$ cat src/rtl/usb_pkt_tx.sv
// Purpose: serialises USB handshake, token and data packets onto DP/DM with bit stuffing, NRZI and EOP.
// Latency: first SYNC bit reaches DP/DM one clock after start is accepted; one line bit per clock after that.
// Backpressure: none; start is honoured only in IDLE, and busy covers the whole packet including EOP.
module usb_pkt_tx #(
    parameter int MAX_BYTES    = 8,
    parameter int EOP_SE0_BITS = 2
) (
    input  logic                           clk,
    input  logic                           rst,
    input  logic                           start,
    input  logic [1:0]                     pkt_type,
    input  logic [3:0]                     pid,
    input  logic [6:0]                     addr,
    input  logic [3:0]                     endp,
    input  logic [8*MAX_BYTES-1:0]         data,
    input  logic [$clog2(MAX_BYTES+1)-1:0] nbytes,
    output logic                           busy,
    output logic                           done,
    output logic                           DP,
    output logic                           DM
);
    localparam int NBW = $clog2(MAX_BYTES + 1);
    localparam int DW  = 8 * MAX_BYTES;
    localparam int DIW = $clog2(DW);
    localparam int CW  = $clog2(DW + 17);

    typedef enum logic [3:0] {
        ST_IDLE, ST_SYNC, ST_PID, ST_ADDR, ST_ENDP,
        ST_CRC5, ST_DATA, ST_CRC16, ST_EOP_SE0, ST_EOP_J
    } state_t;

    state_t           state_q, state_d;
    logic [CW-1:0]    cnt_q, cnt_d;
    logic [2:0]       ones_q, ones_d;
    logic             lvl_q, lvl_d;
    logic [4:0]       crc5_q, crc5_d;
    logic [15:0]      crc16_q, crc16_d;
    logic [1:0]       type_q, type_d;
    logic [3:0]       pid_q, pid_d;
    logic [6:0]       addr_q, addr_d;
    logic [3:0]       endp_q, endp_d;
    logic [DW-1:0]    data_q, data_d;
    logic [NBW-1:0]   nbytes_q, nbytes_d;
    logic             dp_q, dp_d;
    logic             dm_q, dm_d;
    logic             done_q, done_d;

    logic             fbit;
    logic [CW-1:0]    flen;
    state_t           fnext;
    logic             flast;
    logic             tx_bit;
    logic [CW-1:0]    cnt_inc;
    logic [7:0]       pid_bits;
    logic [4:0]       crc5_nxt;
    logic [15:0]      crc16_nxt;

    assign cnt_inc   = cnt_q + CW'(1);
    assign pid_bits  = {~pid_q, pid_q};
    assign crc5_nxt  = {crc5_q[3:0], 1'b0} ^ ((fbit ^ crc5_q[4]) ? 5'b00101 : 5'b00000);
    assign crc16_nxt = {crc16_q[14:0], 1'b0} ^ ((fbit ^ crc16_q[15]) ? 16'h8005 : 16'h0000);

    assign busy = (state_q != ST_IDLE);
    assign done = done_q;
    assign DP   = dp_q;
    assign DM   = dm_q;

    // Current field: its next raw bit, its length, the field that follows, and whether EOP follows it.
    always_comb begin
        fbit  = 1'b0;
        flen  = CW'(8);
        fnext = ST_EOP_SE0;
        flast = 1'b0;
        case (state_q)
            ST_SYNC: begin
                fbit  = (cnt_q == CW'(7));
                fnext = ST_PID;
            end
            ST_PID: begin
                fbit = pid_bits[cnt_q[2:0]];
                case (type_q)
                    2'd1:    fnext = ST_ADDR;
                    2'd2:    fnext = (nbytes_q == '0) ? ST_CRC16 : ST_DATA;
                    default: flast = 1'b1;
                endcase
            end
            ST_ADDR: begin
                fbit  = addr_q[cnt_q[2:0]];
                flen  = CW'(7);
                fnext = ST_ENDP;
            end
            ST_ENDP: begin
                fbit  = endp_q[cnt_q[1:0]];
                flen  = CW'(4);
                fnext = ST_CRC5;
            end
            ST_CRC5: begin
                fbit  = ~crc5_q[3'd4 - cnt_q[2:0]];
                flen  = CW'(5);
                flast = 1'b1;
            end
            ST_DATA: begin
                fbit  = data_q[cnt_q[DIW-1:0]];
                flen  = CW'({nbytes_q, 3'b000});
                fnext = ST_CRC16;
            end
            ST_CRC16: begin
                fbit  = ~crc16_q[4'd15 - cnt_q[3:0]];
                flen  = CW'(16);
                flast = 1'b1;
            end
            default: ;
        endcase
    end

    // Sequencer: field walk, stuff insertion, CRC accumulation, NRZI and EOP line levels.
    always_comb begin
        state_d  = state_q;
        cnt_d    = cnt_q;
        ones_d   = ones_q;
        lvl_d    = lvl_q;
        crc5_d   = crc5_q;
        crc16_d  = crc16_q;
        type_d   = type_q;
        pid_d    = pid_q;
        addr_d   = addr_q;
        endp_d   = endp_q;
        data_d   = data_q;
        nbytes_d = nbytes_q;
        dp_d     = 1'b1;
        dm_d     = 1'b0;
        done_d   = 1'b0;
        tx_bit   = 1'b1;
        case (state_q)
            ST_IDLE: begin
                lvl_d  = 1'b1;
                ones_d = '0;
                cnt_d  = '0;
                if (start) begin
                    type_d   = pkt_type;
                    pid_d    = pid;
                    addr_d   = addr;
                    endp_d   = endp;
                    data_d   = data;
                    nbytes_d = (nbytes > NBW'(MAX_BYTES)) ? NBW'(MAX_BYTES) : nbytes;
                    crc5_d   = 5'h1F;
                    crc16_d  = 16'hFFFF;
                    state_d  = ST_SYNC;
                end
            end
            ST_EOP_SE0: begin
                dp_d  = 1'b0;
                lvl_d = 1'b1;
                if (cnt_q == CW'(EOP_SE0_BITS - 1)) begin
                    cnt_d   = '0;
                    state_d = ST_EOP_J;
                end else begin
                    cnt_d = cnt_inc;
                end
            end
            ST_EOP_J: begin
                lvl_d   = 1'b1;
                done_d  = 1'b1;
                state_d = ST_IDLE;
            end
            default: begin
                if (ones_q == 3'd6) begin
                    // Stuffed zero: field position and CRC hold. cnt_q == flen only when the
                    // six-1 run ended on the final bit before EOP, so EOP follows this bit.
                    tx_bit = 1'b0;
                    ones_d = '0;
                    if (cnt_q == flen) begin
                        cnt_d   = '0;
                        state_d = ST_EOP_SE0;
                    end
                end else begin
                    tx_bit = fbit;
                    ones_d = fbit ? ones_q + 3'd1 : 3'd0;
                    if (state_q == ST_ADDR || state_q == ST_ENDP) crc5_d = crc5_nxt;
                    if (state_q == ST_DATA) crc16_d = crc16_nxt;
                    if (cnt_inc == flen) begin
                        if (flast && fbit && ones_q == 3'd5) begin
                            cnt_d = cnt_inc;
                        end else begin
                            cnt_d   = '0;
                            state_d = fnext;
                        end
                    end else begin
                        cnt_d = cnt_inc;
                    end
                end
                lvl_d = tx_bit ? lvl_q : ~lvl_q;
                dp_d  = lvl_d;
                dm_d  = ~lvl_d;
            end
        endcase
    end

    // State and output registers with synchronous reset to an idle J line.
    always_ff @(posedge clk) begin
        if (rst) begin
            state_q  <= ST_IDLE;
            cnt_q    <= '0;
            ones_q   <= '0;
            lvl_q    <= 1'b1;
            crc5_q   <= '0;
            crc16_q  <= '0;
            type_q   <= '0;
            pid_q    <= '0;
            addr_q   <= '0;
            endp_q   <= '0;
            data_q   <= '0;
            nbytes_q <= '0;
            dp_q     <= 1'b1;
            dm_q     <= 1'b0;
            done_q   <= 1'b0;
        end else begin
            state_q  <= state_d;
            cnt_q    <= cnt_d;
            ones_q   <= ones_d;
            lvl_q    <= lvl_d;
            crc5_q   <= crc5_d;
            crc16_q  <= crc16_d;
            type_q   <= type_d;
            pid_q    <= pid_d;
            addr_q   <= addr_d;
            endp_q   <= endp_d;
            data_q   <= data_d;
            nbytes_q <= nbytes_d;
            dp_q     <= dp_d;
            dm_q     <= dm_d;
            done_q   <= done_d;
        end
    end
endmodule

$ cat config.mk
export PLATFORM = sky130hd
export DESIGN_NAME = usb_pkt_tx
export DESIGN_NICKNAME = d
export VERILOG_FILES = /design/src/rtl/usb_pkt_tx.sv
export SDC_FILE = /design/constraint.sdc
export NUM_CORES = 1
export LEC_CHECK = 0
export CAP_MARGIN = 20
export CORE_ASPECT_RATIO = 0.7
export CORE_UTILIZATION = 50
export DETAILED_ROUTE_END_ITERATION = 10
export PLACE_DENSITY = 0.74
export RECOVER_POWER = 100
export SYNTH_ARGS = -nofsm -noshare
export SYNTH_HDL_FRONTEND = slang
export SYNTH_SLANG_ARGS = --single-unit
$ cat constraint.sdc
create_clock -name clk -period 7.65 [get_ports clk]
set_input_delay 0.765 -clock clk [delete_from_list [all_inputs] [get_ports clk]]
set_output_delay 0.765 -clock clk [all_outputs]
set_load 0.005 [all_outputs]
==> reports/results.tsv, run 1 <==
metric	value	unit
status	complete, but fails checks	
violations	capacitance limit, slew limit	
max_freq	0.204	GHz
grtUsageTotal	26.0	%
routabilityCongestion	0.881	
hp-class	reg2reg	
vias_per_cell	5.73	
synth_top_area_share	39.9	%
cts-buffers-inserted	17	
antenna_cells	0	
fin_setup_tns	0	ns
slew_viol_final	86	
max_slew.worst_pin.slew	3.18	ns
grt_pass1_vias	5279	
synth_ff_type	dfxtp_1	
layout-drive-gt1-share	8.15	%
die_area	12900	um^2
ys_warn_count	0	
post_cts_buffers	0	
synth_seq_area_share	39.9	%
hold_buffers	0	
syn_to_final_growth	23.5	%
slowest_stage	clkbuf_1	
cts.path.max_buffers	2	
htreeDepth	4	
synth_commonest_cells	195 x nand2_1, 124 x dfxtp_1, 95 x a21oi_1	
synth_enable_flop_cells	0	
overflow	0	
cts_tree	yes	
p_leak	2.77	nW
critPathKind	reg2reg	
crit_fanout	85	
dp_hpwl	10.2	mm
ant_nets	0	
cp.arrival	5.24	ns
synth_area_leaders	dfxtp_1 40%, nand2_1 12%, a21oi_1 7.6%	
synth_top_cell_by_area	dfxtp_1	
cts_sinks	124	
clock_skew	0.0127	ns
clk_latency	0.42	ns
fin_crit_sh	64.1	%
dr.first_iter.drc_count	417	
required	7.99	ns
drc	0	
critical_path.max_stage_delay	2.22	ns
portBuffers	91	
drv_cap	1	
core_area	11900	um^2
syn_nets	847	
cts_resized	0	
grt_max_degree	119	
postPlaceCellArea	7140	um^2
clk_pin_slew	0.06	ns
rsz0062_at_grt	false	
setup_viol	0	
synth_cells	750	
cp-end-kind	flop	
cp-start-kind	flop	
yosysMostFrequentCell	nand2_1	
first_pass_iters	5	
ys_ff_latch	124	
finalHoldViolCount	0	
rows	33	
vias	5612	
ios	92	
synth.avg_cell_area	8.30	um^2
path_cells	nor4_1 > clkbuf_1 > and2_2 > clkbuf_1 > nand2_1 > a21oi_1	
routed_wl	15.4	mm
grt_pass1_wl	26.1	mm
relSlewSlack	-112	%
detail_route.wl_per_cell	15.8	um
final_area	7690	um^2
die_y	95.4	um
antenna_found_initial	0	
period_minus_slack	4.90	ns
ir_worst_vdd	0.239	mV
ys_types	63	
finalNetCount	907	
syn_area	6230	um^2
ys_async_sr_fraction	0	%
cp_common_cell	clkbuf_1	
die_x	135	um
clock-root-buffer	clkbuf_16	
initial_utilization	52.2	%
powerDensity	327	nW/um^2
area by class of cell:
class                   instances  area (um^2)
fillers                       991         4250
multi-input cells             552         3420
flip-flops and latches        124         2480
repair buffers                 99          970
clock buffers                  17          425
well taps                     157          196
clock inverters                14          136
inverters                      16         60.1
worst paths after layout:
kind,start,to,slack (ns),cells past startpoint
worst min register to register,data_q[57]$_SDFFE_PP0P_,data_q[57]$_SDFFE_PP0P_,0.45,2
worst max-delay path,state_q[0]$_SDFFE_PP0P_,data_q[59]$_SDFFE_PP0P_,2.75,6
worst max register to register,state_q[0]$_SDFFE_PP0P_,data_q[59]$_SDFFE_PP0P_,2.75,6
worst min-delay path,data_q[57]$_SDFFE_PP0P_,data_q[57]$_SDFFE_PP0P_,0.45,2
placed cells by master (no fill, tap or decap), types with 9 or more instances in the layout:
master	instances
mux4_2	18
a21oi_1	95
dfxtp_1	124
o21ai_0	13
nand2_1	194
nor3_1	37
inv_1	13
xnor2_1	13
clkbuf_16	17
clkdlybuf4s50_1	85
ha_1	9
nor2_1	42
power by group:
part | internal (W) | total, W | leakage (nW) | switching, W
Clock | 0.000451 | 0.000765 | 0.273 | 0.000313
Sequential | 0.000785 | 0.000918 | 1.02 | 0.000133
Combinational | 0.000365 | 0.000829 | 1.48 | 0.000464
Total | 0.00160 | 0.00251 | 2.77 | 0.000910
through the flow:
step / power (W) / utilization [%] / worst slack, ns / hold WS (ns) / cells
6_report: 0.00251 / 64.4 / 2.75 / 0.450 / 979
5_1_grt: 0.00266 / 64.4 / 2.28 / 0.468 / 979
4_1_cts: 0.00251 / 64.5 / 3.45 / 0.451 / 978
3_5_place_dp: 0.00174 / 59.8 / 3.47 / 0.442 / 947
3_3_place_gp: 0.00171 / 59.8 / 3.59 / 0.439 / 947
2_1_floorplan: 0.00152 / - / 4.35 / 0.432 / 750
cell families (layout without fill, tap and decap cells):
kind of cell / count (synthesis) / in the layout / share of synthesized area, %
DFF: 124 / 124 / 39.9
muxes: 31 / 31 / 10.7
xor gates and xnor gates: 19 / 19 / 2.89
and+or+nand+nor: 329 / 329 / 23.6
buffers and inverters: 74 / 146 / 5.06
adders and majority gates: 9 / 9 / 1.81
AOI/OAI and AO/OA: 164 / 164 / 16.1
state kept, by name, indices dropped and copies added, names as in the netlist:
signal,flops
data_q,64
crc16_q,16
addr_q,7
cnt_q,7
crc5_q,5
endp_q,4
nbytes_q,4
pid_q,4
state_q,4
ones_q,3
type_q,2
DM,1
DP,1
done,1
lvl_q,1
layer usage:
metal | up-vias | global-route usage, % | share of wire (%)
met3 | 21 | 5.48 | 6.1
met5 | - | 0 | 0
met4 | 0 | 9.55 | 1.3
met2 | 197 | 39.3 | 44
li1 | 2744 | - | -
met1 | 2650 | 36.6 | 48
worst max-delay path, delay by kind of cell (launching register included):
kind | cells | cell delay, ns
AND/OR/NAND/NOR | 3 | 0.99
buffers and inverters | 2 | 2.93
AO/OA/AOI/OAI | 1 | 0.27
flip-flops | 1 | 0.56
(Power assumes the default switching activity.)
==> run 2, diff against run 1 <==
CORE_UTILIZATION = 49   (was 50)
PLACE_DENSITY = 0.76   (was 0.74)
clock period = 4.4 ns   (was 7.65 ns; I/O delays follow)
==> run 2 against run 1 <==
The flow still finishes with violations (capacitance limit, slew limit); largest power group unchanged; critical path depth rose by 4; wire length rose by 7.7%; first-iteration DRC count rose by 13%; global-route usage rose by 0.44 points; sequential power rose by 70%; via count rose by 3.0%; combinational power rose by 81%; flip-flop and latch count did not move; clock-buffer cell count rose by 1; sequential share of layout area fell by 0.49 points; worst setup slack got worse by 2.1 ns.
==> reports/results.tsv, run 2 (synthesized netlist as in run 1, its figures left out) <==
metric	value	unit
syn_to_final_growth	25.4	%
max_freq	0.267	GHz
grt_pass1_vias	5298	
fin_setup_tns	0	ns
routed_wl	16.6	mm
hp-class	reg2reg	
initial_utilization	50.1	%
first_pass_iters	7	
rows	34	
most-common-layout-cells	194 x nand2_1, 124 x dfxtp_1, 95 x a21oi_1, 86 x clkdlybuf4s50_1, 42 x nor2_1	
largest_register_ffs	64	
grt_pass1_wl	26.5	mm
die_x	137	um
largestRegisters	data_q: 64 flops, crc16_q: 16 flops	
slew_viol_final	86	
rsz0062_at_grt	false	
reg2regPathDepth	10	
dr.first_iter.drc_count	473	
ant_nets	0	
cts_resized	0	
clock_skew	0.0116	ns
finish.utilization	62.8	%
post_cts_buffers	0	
antenna_found_initial	0	
required	4.67	ns
ir_worst_vdd	0.340	mV
clk_latency	0.42	ns
die_area	13200	um^2
finalWorstSetupSlack	0.660	ns
fin_crit_sh	85.0	%
grtUsageTotal	26.5	%
violations	capacitance limit, slew limit	
clock-root-buffer	clkbuf_16	
drv_cap	1	
routabilityCongestion	0.938	
overflow	0	
critPathKind	reg2reg	
vias	5783	
p_leak	2.84	nW
antenna_cells	0	
pre_cts_slack	0.948	ns
setup_viol	0	
final_common_cell	nand2_1	
cts-buffers-inserted	17	
detail_route.wl_per_cell	16.8	um
crit_fanout	16	
regMostFlops	data_q	
max_slew.worst_pin.slew	1.69	ns
hold_depth	2	
grt_max_degree	86	
regArea	2480	um^2
placedCellCount	958	
cp.arrival	4.01	ns
portBuffers	91	
powerDensity	588	nW/um^2
cp-start-kind	flop	
ios	92	
cp-end-kind	flop	
drc	0	
cts_sinks	124	
layout-drive-gt1-share	8.82	%
vias_per_cell	5.84	
clk_pin_slew	0.07	ns
finalNetCount	912	
finalHoldViolCount	0	
cts_tree	yes	
relSlewSlack	-12.4	%
die_y	96.3	um
period_minus_slack	3.74	ns
multiInputGateArea	3430	um^2
status	complete, but fails checks	
fin_cells	990	
htreeDepth	4	
hold_buffers	0	
cts.path.max_buffers	2	
core_area	12400	um^2
dp_hpwl	11.4	mm
nFillCells	1049	
==> run 2: cell types whose count changed in the layout (fill, tap and decap cells not counted), sizes merged <==
cell / previous run / this run
dlygate4sd3: 5 / 4
clkbuf: 20 / 23
clkinv: 7 / 6
clkinvlp: 2 / 1
clkdlybuf4s50: 85 / 86
inv: 20 / 19
bufinv: 1 / 4
buf: 6 / 9
==> run 2: worst paths after layout <==
kind,start,endpoint,slack [ns]
worst max-delay path,cnt_q[1]$_SDFFE_PP0P_,DP$_SDFF_PP1_,0.66
worst min-delay path,data_q[4]$_SDFFE_PP0P_,data_q[4]$_SDFFE_PP0P_,0.45
worst max register to register,cnt_q[1]$_SDFFE_PP0P_,DP$_SDFF_PP1_,0.66
worst min register to register,data_q[4]$_SDFFE_PP0P_,data_q[4]$_SDFFE_PP0P_,0.45
==> run 2: where the power goes <==
group	total [W]	switching [W]	internal, W
Clock	0.00153	0.000558	0.000975
Combinational	0.00150	0.000867	0.000629
Sequential	0.00156	0.000194	0.00137
==> run 2: per-stage QoR <==
step                hold WS, ns  area, um^2  power, W
finish                    0.451        7800   0.00459
global route              0.469        7800   0.00483
CTS                       0.453        7830   0.00460
detailed placement        0.445        7190   0.00307
global placement          0.438        7190   0.00302
floorplan                 0.432        6230   0.00265
==> run 2: worst max-delay path, stage by stage (launching register included) <==
cell and delay [ns]:
dfxtp_1 0.76, buf_4 0.38, mux4_2 0.32, mux4_2 0.48
nand2b_1 0.17, o2111ai_1 0.14, and4bb_1 0.31, clkbuf_1 0.40
o21ai_0 0.18, a211oi_1 0.36, a31oi_1 0.07
==> run 2: cell type report <==
| class | instances | area share, % |
|---|---|---|
| Inverter | 16 | 0.769 |
| Multi-Input combinational cell | 552 | 43.9 |
| Timing Repair Buffer | 104 | 12.7 |
| Clock buffer | 18 | 5.63 |
| Sequential cell | 124 | 31.8 |
| Clock inverter | 14 | 2.63 |
| Tap cell | 162 | 2.60 |
==> run 2: routing by layer <==
layer / routed length (um) / share of wire (%) / vias to the layer above / global-route usage (%)
li1: - / - / 2759 / -
met2: 7330 / 44 / 254 / 39.6
met1: 7760 / 47 / 2732 / 36.9
met5: 0 / 0 / - / 0
met4: 308 / 1.9 / 0 / 10.6
met3: 1220 / 7.4 / 38 / 5.85
==> edit 1, RTL diff (config.mk and constraints of run 1) <==
Put one more register stage on the output `DP`. The value now appears one clock later. The other outputs are not delayed to match. Comments in the files are not updated.
--- a/src/rtl/usb_pkt_tx.sv
+++ b/src/rtl/usb_pkt_tx.sv
@@ -62,7 +62,9 @@
 
     assign busy = (state_q != ST_IDLE);
     assign done = done_q;
-    assign DP   = dp_q;
+    always_ff @(posedge clk) begin
+        DP <= dp_q;
+    end
     assign DM   = dm_q;
 
     // Current field: its next raw bit, its length, the field that follows, and whether EOP follows it.
Formal check against the unedited RTL: not equivalent (a bounded check fails within 4 cycles, from zero or initial values and one cycle with rst high).
==> edit 1 against run 1 <==
Largest cell class unchanged. The flow still finishes with violations (max-capacitance violations, max-slew violations). Design area about the same. Wire length grew 3.2%. Count of clock-buffer cells in the layout increased by 1. Highest routed layer unchanged. Power fell by 3.2%. Synthesized area rose by 0.14%. Setup slack lost 160 ps. Utilization barely moved. Sequential cell count up 1.
==> edit 1: results (changes against run 1) <==
clock buffers 18 (+1); multi-input logic portion of the cell area 44.1% (-0.39 points); Tot GR Track Use 26.2% (+0.20 points); Die ar. 12900 sq um (+0.13%); Clock transition at path regs 60 ps (about the same); signal buffers share of area 12.5% (-0.16 points); Finished Core Util 64.4% (about the same); routability cong. 0.913 (+3.6%); maximum VDD drop 0.194 mV (-19%); biggest regs data_q: 64 flops, crc16_q: 16 flops; Commonest cells post-synth nand2_1, dfxtp_1, a21oi_1, nor2_1, clkbuf_1; inverters 14 (-2); leakage 2.77 nW (about the same); ys flop type dfxtp_1; WL/cell 16.3 um (+3.4%); R2R setup slack 2580 ps (-160 ps); Crit Path Max Fanout 21 (-75%); MaxCap Viol Count 4 (+3); fin crit share 66.2% (+2.1 points); dpl ws 3890 ps (+426 ps); htree depth 4 (unchanged); nonclk buf count 100 (+1.0%); Filler cells 969 (-2.2%); DR vias 5604 (-0.14%); port bufs 91 (unchanged); layout cells sized above 1 7.56% (-0.59 points); crit path DAT 5360 ps (+120 ps); Synth area leaders dfxtp_1, nand2_1, a21oi_1, mux4_2, nor2_1; first-pass GRT wire length 26200 um (+0.37%); Syn Inst Count 750 (unchanged); Worst Hold Class flip-flop to flip-flop; Max Buffers Root-to-Sink 2 (unchanged); placed insts 945 (-0.21%); post-synthesis register bit count 125 (+0.81%); Yosys Warn Count 0 (unchanged); violated checks max-capacitance violations, max-slew violations; later-pin clock latency in the skew report 420 ps (about the same); Worst Skew 8.67 ps (-4.07 ps); via/cell ratio 5.74 (about the same); DP Wirelength 10700 um (+4.1%); n_diodes 0 (unchanged); clock network share of area 7.67% (+0.36 points); fin. max-slew vios 229 (+170%); sequential share of cell area 32.6% (+0.28 points); vias in the first global route 5379 (+1.9%); net count after synthesis 847 (unchanged); initial DRC count 376 (-9.8%); Setup Fix Bufs, Post-CTS 0 (unchanged); largest net degree at the start of global routing 88 (-26%); Clock Tree Root clkbuf_16; post-synthesis sequential area ratio 40.1% (+0.27 points); worst hold slack 326 ps (-123 ps); final net count 904 (-0.33%); status finished, violations left; Unique masters post-synth 67 (+6.3%); Multi-In Gates 549 (-0.54%); dpl cell area 7140 sq um (about the same); Synth async-reset ratio 0% (unchanged); antenna violations before repair 0 (unchanged); worst slew pin tran 3640 ps (+457 ps)
[edit 1: cell types whose count changed in the layout (fill, tap and decap cells not counted), moves of 5 or more]
cell,change
nor2b_1,-6
nor4_1,+19
nand2_1,-7
or3_1,+5
a211oi_1,-6
nor3_1,-12
[edit 1: report_power, final]
| part | internal (W) | total, W | leakage (nW) | switching (W) |
|---|---|---|---|---|
| clock | 0.000486 | 0.000799 | 0.280 | 0.000313 |
| sequential | 0.000771 | 0.000864 | 1.03 | 0.0000929 |
| combinational | 0.000309 | 0.000769 | 1.47 | 0.000460 |
[edit 1: critical path: stages (launching register included)]
cell and delay, ps:
dfxtp_1 670, clkbuf_1 1080, inv_1 240, ha_1 440, or3b_2 450, a2111oi_0 400
a21oi_1 80, a311oi_1 220, nand4_1 120, a21oi_1 510, o21ai_0 370, a32o_1 370
[edit 1: logic make-up after synthesis]
family	share of synthesized area (%)
DFF	40.1
AOI/OAI and AO/OA	14.5
xor gates and xnor gates	2.93
adders and majority gates	1.81
muxes	11.0
and+or+nand+nor	24.3
buffers and inverters	5.30
[edit 1: path summary, 6_finish.rpt]
path | startpoint | end | cells past startpoint
max | cnt_q[1] | cnt_q[0] | 11
min | dp_q | DP | 0
max reg2reg | cnt_q[1] | cnt_q[0] | 11
min reg2reg | dp_q | DP | 0
[edit 1: layer usage]
| metal | global-route usage [%] | wire (um) | vias up |
|---|---|---|---|
| met4 | 8.90 | 172 | 0 |
| met5 | 0 | 0 | - |
| met1 | 35.9 | 7580 | 2637 |
| li1 | - | - | 2753 |
| met3 | 4.84 | 945 | 16 |
| met2 | 41.8 | 7240 | 198 |
==> edit 2, RTL diff (flow settings as in run 1) <==
Made on the original files. Change the parameter `MAX_BYTES` from 8 to 4.
--- a/src/rtl/usb_pkt_tx.sv
+++ b/src/rtl/usb_pkt_tx.sv
@@ -2,7 +2,7 @@
 // Latency: first SYNC bit reaches DP/DM one clock after start is accepted; one line bit per clock after that.
 // Backpressure: none; start is honoured only in IDLE, and busy covers the whole packet including EOP.
 module usb_pkt_tx #(
-    parameter int MAX_BYTES    = 8,
+    parameter int MAX_BYTES    = 4,
     parameter int EOP_SE0_BITS = 2
 ) (
     input  logic                           clk,
Ports: changed (resized data and nbytes); port bits go from 92 to 59. No check against the original RTL was run, so the function may have changed too.
==> edit 2 against run 1 <==
The flow still finishes with violations (max-capacitance violations, max-slew violations). Via count shrank 24%. Synthesized area shrank 23%. Count of clock-buffer cells in the layout shrank 8. Die area shrank 23%. Sequential share of layout area shrank 0.47 points. Design area shrank 26%. Final cell count shrank 25%. Sequential cell count shrank 34. Power shrank 21%. Setup slack gained 480 ps. Wire length shrank 24%. First-iteration DRC count shrank 18%. Largest power group is now combinational cells.
==> edit 2: results (changes against run 1) <==
routed wl met2 5240 um (-23%); routability cong. 0.937 (+6.4%); post-synthesis sequential area ratio 37.8% (-2.0 points); FF-to-FF Start cnt_q[0]; maximum VDD drop 0.171 mV (-29%); post-synthesis adder-cell area fraction 2.36% (+0.56 points); compound-cell area share of the yosys netlist 19.0% (+2.9 points); htree depth 3 (-1); violated checks max-capacitance violations, max-slew violations; vias in the first global route 4093 (-22%); layout cells sized above 1 6.07% (-2.1 points); initial DRC count 341 (-18%); reg-to-reg critical path endpoint cnt_q[2]; cells on worst reg2reg path 11 (+5); final net count 670 (-26%); xor and xnor fraction of the mapped netlist area 2.76% (-0.14 points); post-synthesis mux area share 9.09% (-1.6 points); port bufs 58 (-36%); crit path time final 4420 ps (-481 ps); later-pin clock latency in the skew report 350 ps (-70 ps); fin. max-slew vios 53 (-38%); status finished, violations left; MaxCap Viol Count 1 (unchanged); Hold Path Sink addr_q[0]; DP Wirelength 8020 um (-22%); HP Start addr_q[0]; Unique masters post-synth 71 (+13%); DR vias 4249 (-24%); Worst path top cell family by delay compound AO/OA/AOI/OAI gates; crit path DAT 4690 ps (-550 ps); TritonCTS buffer count 9 (-8); Crit Path Max Fanout 21 (-75%); Met1 Routed Length 5560 um (-26%)
## edit 2: cell types whose count changed in the layout (fill, tap and decap cells not counted), sizes merged, moves of 14 or more
cell,before,now
a21oi,95,63
clkdlybuf4s50,85,53
dfxtp,124,90
nand2,195,119
nor2,42,56
nor3,37,7
## edit 2: worst min-delay path: cells and delay by family (launching register included)
kind               cells  cell delay, ps
and+or+nand+nor        1              50
DFF                    1             310
AOI/OAI and AO/OA      1              50
## edit 2: area by class of cell
| class | count | area, sq um | share of cell area [%] |
|---|---|---|---|
| multi-input combinational | 423 | 2680 | 47.4 |
| sequential | 90 | 1800 | 31.8 |
| timing repair buffer | 66 | 621 | 11.0 |
| clock buffer | 9 | 225 | 3.98 |
| tap | 124 | 155 | 2.74 |
| clock inverter | 6 | 115 | 2.03 |
| inverter | 16 | 60.1 | 1.06 |
## edit 2: worst max-delay path by stage
stage	from	end
floorplan	cnt_q[0]	state_q[1]
global placement	cnt_q[0]	state_q[1]
detailed placement	cnt_q[0]	state_q[1]
CTS	cnt_q[0]	state_q[1]
global route	cnt_q[0]	cnt_q[3]
finish	cnt_q[0]	cnt_q[2]
## edit 2: power by group
| group | internal (W) | switching (W) | leakage, nW | total [W] |
|---|---|---|---|---|
| clock | 0.000319 | 0.000186 | 0.162 | 0.000505 |
| combinational | 0.000313 | 0.000435 | 1.18 | 0.000749 |
| sequential | 0.000597 | 0.000123 | 0.739 | 0.000720 |
| total | 0.00123 | 0.000744 | 2.08 | 0.00197 |
## edit 2: routing by layer
layer / track usage, % / vias to the layer above
li1: - / 2079
met1: 33.9 / 1999
met2: 38.1 / 148
met3: 6.01 / 23
met4: 8.98 / 0
met5: 0 / -
## edit 2: logic make-up after synthesis
family	after synthesis
simple gates	237
compound gates	140
flops	90
buf+inv	58
mux	22
xor+xnor	15
fa+ha+maj	9
